$ cat config.mk
export PLATFORM = sky130hd
export DESIGN_NAME = overlap_add_datapath
export DESIGN_NICKNAME = d
export VERILOG_FILES = /design/src/rtl/overlap_add_datapath.sv
export SDC_FILE = /design/constraint.sdc
export NUM_CORES = 1
export LEC_CHECK = 0
export CORE_MARGIN = 5
export CORE_UTILIZATION = 58
export DETAILED_ROUTE_END_ITERATION = 10
export GPL_TIMING_DRIVEN = 0
export HOLD_SLACK_MARGIN = 0.06
export PLACE_DENSITY = 0.83
export SLEW_MARGIN = 20
export SYNTH_ARGS = -nofsm -noshare
export SYNTH_HDL_FRONTEND = slang
export SYNTH_SLANG_ARGS = --single-unit
$ cat constraint.sdc
create_clock -name clk -period 6.76 [get_ports clk]
set_clock_uncertainty 0.1 [all_clocks]
set_input_delay 1.014 -clock clk [delete_from_list [all_inputs] [get_ports clk]]
set_output_delay 1.014 -clock clk [all_outputs]
set_load 0.02 [all_outputs]
$ cat src/rtl/overlap_add_datapath.sv
// Overlap-add back end: sums previous/current half-window sample pairs with signed
// saturation, queues them in a small FIFO and streams one PCM sample per cycle.
module overlap_add_datapath #(
    parameter int WORD_LENGTH      = 16,
    parameter int HALF_WINDOW_SIZE = 512,
    parameter int FIFO_DEPTH       = 4
) (
    input  logic                     clk,
    input  logic                     rst,
    input  logic                     in_valid,
    output logic                     in_ready,
    input  logic [2*WORD_LENGTH-1:0] pcm_0,
    input  logic [2*WORD_LENGTH-1:0] pcm_1,
    input  logic [1:0]               seq_pos,
    output logic [WORD_LENGTH-1:0]   pcm_out,
    output logic                     out_valid,
    input  logic                     out_ready,
    output logic                     frame_done,
    output logic                     sat_flag,
    input  logic                     clr_sat,
    output logic                     seq_err
);
    localparam int W  = WORD_LENGTH;
    localparam int PW = $clog2(FIFO_DEPTH);
    localparam int CW = PW + 1;
    localparam int FW = $clog2(HALF_WINDOW_SIZE);

    localparam logic [1:0] SEQ_MID   = 2'b00;
    localparam logic [1:0] SEQ_FIRST = 2'b01;
    localparam logic [1:0] SEQ_LAST  = 2'b10;
    localparam logic [1:0] SEQ_RSVD  = 2'b11;

    localparam logic [W-1:0]  SAT_MAX     = {1'b0, {(W-1){1'b1}}};
    localparam logic [W-1:0]  SAT_MIN     = {1'b1, {(W-1){1'b0}}};
    localparam logic [CW-1:0] READY_LIMIT = CW'(FIFO_DEPTH - 2);
    localparam logic [CW-1:0] DEPTH_MAX   = CW'(FIFO_DEPTH);
    localparam logic [FW-1:0] FRAME_LAST  = FW'(HALF_WINDOW_SIZE - 1);

    logic [W-1:0]      fifoMem [FIFO_DEPTH];
    logic [PW-1:0]     wrPtrReg, wrPtrNext;
    logic [PW-1:0]     rdPtrReg, rdPtrNext;
    logic [PW-1:0]     wrPtrInc;
    logic [CW-1:0]     countReg, countNext;
    logic [FW-1:0]     frameCntReg, frameCntNext;
    logic              frameDoneReg, frameDoneNext;
    logic              satFlagReg, satFlagNext;
    logic              seqErrReg, seqErrNext;

    logic [1:0][W-1:0] laneRes;
    logic [1:0]        laneSat;
    logic              accept;
    logic              push;
    logic              pop;
    logic              anySat;

    // Lane 0 is sample n (upper half of each pair), lane 1 is sample n+1.
    generate
        for (genvar gi = 0; gi < 2; gi++) begin : gLane
            logic signed [W-1:0] laneA;
            logic signed [W-1:0] laneB;
            logic signed [W:0]   laneSum;
            logic                laneOvf;

            assign laneA   = pcm_0[(2-gi)*W-1 -: W];
            assign laneB   = pcm_1[(2-gi)*W-1 -: W];
            assign laneSum = {laneA[W-1], laneA} + {laneB[W-1], laneB};
            // Overflow iff the extra sign bit disagrees with the W-bit sign.
            assign laneOvf = laneSum[W] ^ laneSum[W-1];

            assign laneSat[gi] = (seq_pos == SEQ_MID) && laneOvf;
            assign laneRes[gi] = (seq_pos == SEQ_FIRST) ? laneB :
                                 (seq_pos == SEQ_LAST)  ? laneA :
                                 laneOvf ? (laneSum[W] ? SAT_MIN : SAT_MAX) :
                                 laneSum[W-1:0];
        end
    endgenerate

    assign in_ready  = (countReg <= READY_LIMIT);
    assign out_valid = (countReg != '0);
    assign accept    = in_valid && in_ready;
    assign push      = accept && (seq_pos != SEQ_RSVD);
    assign pop       = out_valid && out_ready;
    assign anySat    = push && (|laneSat);
    assign wrPtrInc  = wrPtrReg + PW'(1);

    // Head entry cannot be overwritten while occupied, so pcm_out holds under backpressure.
    assign pcm_out    = out_valid ? fifoMem[rdPtrReg] : '0;
    assign frame_done = frameDoneReg;
    assign sat_flag   = satFlagReg;
    assign seq_err    = seqErrReg;

    always_comb begin
        countNext     = countReg;
        wrPtrNext     = wrPtrReg;
        rdPtrNext     = rdPtrReg;
        frameCntNext  = frameCntReg;
        frameDoneNext = 1'b0;
        satFlagNext   = satFlagReg;
        seqErrNext    = accept && (seq_pos == SEQ_RSVD);

        case ({push, pop})
            2'b10:   countNext = countReg + CW'(2);
            2'b11:   countNext = countReg + CW'(1);
            2'b01:   countNext = countReg - CW'(1);
            default: countNext = countReg;
        endcase

        if (push) begin
            wrPtrNext = wrPtrReg + PW'(2);
        end

        if (pop) begin
            rdPtrNext     = rdPtrReg + PW'(1);
            frameDoneNext = (frameCntReg == FRAME_LAST);
            frameCntNext  = (frameCntReg == FRAME_LAST) ? '0 : frameCntReg + FW'(1);
        end

        // A fresh saturation beats a simultaneous clear.
        if (anySat) begin
            satFlagNext = 1'b1;
        end else if (clr_sat) begin
            satFlagNext = 1'b0;
        end
    end

    always_ff @(posedge clk) begin
        if (rst) begin
            countReg     <= '0;
            wrPtrReg     <= '0;
            rdPtrReg     <= '0;
            frameCntReg  <= '0;
            frameDoneReg <= 1'b0;
            satFlagReg   <= 1'b0;
            seqErrReg    <= 1'b0;
        end else begin
            countReg     <= countNext;
            wrPtrReg     <= wrPtrNext;
            rdPtrReg     <= rdPtrNext;
            frameCntReg  <= frameCntNext;
            frameDoneReg <= frameDoneNext;
            satFlagReg   <= satFlagNext;
            seqErrReg    <= seqErrNext;
        end
    end

    // Storage carries no reset; out_valid gates anything stale.
    always_ff @(posedge clk) begin
        if (push) begin
            fifoMem[wrPtrReg] <= laneRes[0];
            fifoMem[wrPtrInc] <= laneRes[1];
        end
    end

    // count is unsigned, so an underflow would also show up as a value above the depth.
    assert property (@(posedge clk) disable iff (rst) countReg <= DEPTH_MAX);

endmodule
==> out/metrics.csv <==
stage,metric,value,unit
setup_path,reg2reg setup slack,3.95,ns
global_route,vias in the first global route,4618,
setup_path,CP endpoint kind,flop,
timing,Slew HR,0.467,
finish,Final nets,723,
route,post-DR wirelength/cell,19.6,µm
global_route,first-pass GRT wire length,23500,µm
synth,top cell type's share of synthesized area,0.350,
setup_path,CP Data Arrival Time,4.26,ns
clock_tree,"Clk pin slew, worst setup/hold paths",0.08,ns
timing,setup ws final,2.48,ns
min_path,hold crit path type,flop to flop,
min_path,hold path start,sat_flag,
timing,Max Slew Vio Count,0,
synth,"Avg Cell Area, Syn",10.7,µm²
power,total power,1.97,mW
die,std cell rows,35,
clock_tree,clock latency on the worst-skew pair,0.36,ns
power,worst ir drop on vdd,190,µV
synth,"count leader, synth",edfxtp_1,
synth,Post-synth top cells,"edfxtp_1 (64), ha_1 (35), nand2_1 (35), a21oi_1 (33), nor2_1 (27)",
route,Post-Route WL,14700,µm
route,1st-pass router iterations,5,
synth,Synth Warn #,0,
synth,Post-synth EDFFs,64,
route,initial drt markers,308,
placement,IO buf count,89,
synth,Async SR Flop Fraction,0,
synth,"Top FF cell, synth",edfxtp_1,
route,Vias,4553,
synth,"Seq/Total Area, Yosys",0.423,
timing,Worst-Margin Slew,0.799,ns
die,core box area,9240,µm²
synth,Synth area leaders,"edfxtp_1 (35%), ha_1 (8.0%), dfxtp_1 (7.3%), mux4_2 (6.6%), xor2_1 (3.3%)",
synth,Synth Cell Area,5490,µm²
finish,ANT cells,0,
synth,cell accounting for the most synthesized area,edfxtp_1,
route,vias per cell,6.09,
timing,Tcrit/Tclk final,0.632,
clock_tree,Sink Count,84,
timing,Fin Setup TNS,0,ns
synth,"Net Count, Synth",622,
timing,final count of hold timing violations,0,
die,I/O pin cnt,92,
clock_tree,Post-CTS Setup Repair Bufs,0,
timing,setup violators final,0,
global_route,GRT Residual Overflow,0,
finish,Layout area overhead,23.3,%
setup_path,Reg2Reg Launch Point,countReg[1],
die,starting density of the core,0.594,
timing,unrepaired setup endpoints after global routing,false,
setup_path,Max Fanout on Critical Path,10,
placement,gp weighted congestion,0.885,
clock_tree,Resize count post-CTS,0,
setup_path,Critical Path RT,6.74,ns
clock_tree,CTS Buf Count,9,
flow_run,max-cap violations,0,
power,static leakage,2.44,nW
clock_tree,Post-CTS Hold Buffers,0,
clock_tree,Max clock buf depth,2,
synth,number of distinct library cells after synthesis,55,
die,die area,11500,µm²
synth,Cells after Synth,513,
global_route,GRT Total Usage,0.265,
status,run status,completed,
setup_path,critical path type,primary input to flop,
clock_tree,root buf cell,clkbuf_8,
setup_path,crit path launch,pcm_0[0],
synth,"FF+latch count, synth",84,
timing,Tmin final,4.28,ns
clock_tree,CTS tree,yes,
finish,Fill cells,659,
placement,dpl hpwl,11600,µm
finish,Storage cell area,2320,µm²
global_route,initial antenna violation count,0,
route,DRC viols,0,
global_route,largest net degree at the start of global routing,33,
finish,fraction of layout cells with a size suffix above 1,0.0824,
placement,dpl ws,2.21,ns
route,Detail Route Antenna Nets,0,
power,power density of the placed cells,290,nW/µm²
setup_path,Startpoint Class,primary input,
die,Die Ht,107,µm
timing,Max Clock Freq,234,MHz
die,die width,107,µm
finish,multi-input logic area,3040,µm²
clock_tree,H-tree levels,3,
[cell usage in the layout, fill, tap and decap left out, types with 12 or more instances in the layout]
master           instances
a21o_1                  12
a21oi_1                 33
a22oi_1                 19
and2_1                  18
clkbuf_1                16
clkdlybuf4s50_1         89
dfxtp_1                 20
edfxtp_1                64
ha_1                    35
inv_1                   20
mux4_2                  16
nand2_1                 35
nand3_1                 14
nor2_1                  26
o211ai_1                17
o21ai_0                 15
o22ai_1                 12
xnor2_1                 15
xor2_1                  21
[final timing paths]
| kind | endpoint | cells after the start |
|---|---|---|
| hold reg to reg | sat_flag | 2 |
| setup / recovery | fifoMem[3][6] | 12 |
| setup reg to reg | countReg[2] | 10 |
| hold / removal | sat_flag | 2 |
[layout make-up]
cell class / count / share of cell area
multi-input cells: 393 / 0.449
clock buffers: 11 / 0.0194
repair buffers: 90 / 0.136
plain buffers: 16 / 0.00905
flip-flops and latches: 84 / 0.343
clock inverters: 5 / 0.00887
well taps: 129 / 0.0238
inverters: 20 / 0.0111
[registers in the layout, indices dropped and copies added, names as in the netlist, named ones only]
register / flops
wrPtrReg: 1
sat_flag: 1
frame_done: 1
seq_err: 1
frameCntReg: 9
countReg: 3
fifoMem: 64
rdPtrReg: 2
[report_power, final]
part | switching (mW) | internal, mW | total (mW)
Clock | 0.180 | 0.173 | 0.352
Sequential | 0.0311 | 0.679 | 0.710
Combinational | 0.494 | 0.411 | 0.905
Total | 0.705 | 1.26 | 1.97
[metal layers]
| layer | share of wire | global-route usage | vias up |
|---|---|---|---|
| met5 | 0 | 0 | - |
| met4 | 0.032 | 0.110 | 0 |
| met3 | 0.068 | 0.0378 | 37 |
| met2 | 0.49 | 0.447 | 198 |
| met1 | 0.41 | 0.342 | 2138 |
| li1 | - | - | 2180 |
[per-stage QoR]
stage	util	hold WS (ns)	std cells	instance area [µm²]
floorplan	-	0.341	513	5490
global placement	0.708	0.334	731	6550
detailed placement	0.712	0.333	732	6580
CTS	0.733	0.343	748	6770
global route	0.733	0.376	748	6770
finish	0.733	0.342	748	6770
[worst max-delay path, stage by stage]
cell	delay, ns
clkdlybuf4s50_1	0.51
ha_1	0.24
inv_1	0.08
fa_1	0.40
nand2b_1	0.18
a21oi_1	0.21
o2111ai_1	0.19
a21oi_1	0.29
o31ai_4	0.19
nand2_2	0.16
nand2_1	0.22
o211ai_1	0.55
[cell families after synthesis]
kind of cell | count (synthesis) | synth area share
AO/OA/AOI/OAI | 155 | 0.192
XOR/XNOR | 36 | 0.0574
adder cells (fa/ha/maj) | 43 | 0.0998
buffers and inverters | 36 | 0.0248
flip-flops | 84 | 0.423
multiplexers | 22 | 0.0772
AND/OR/NAND/NOR | 137 | 0.126
Note: power is estimated with default switching activity, not from simulation.
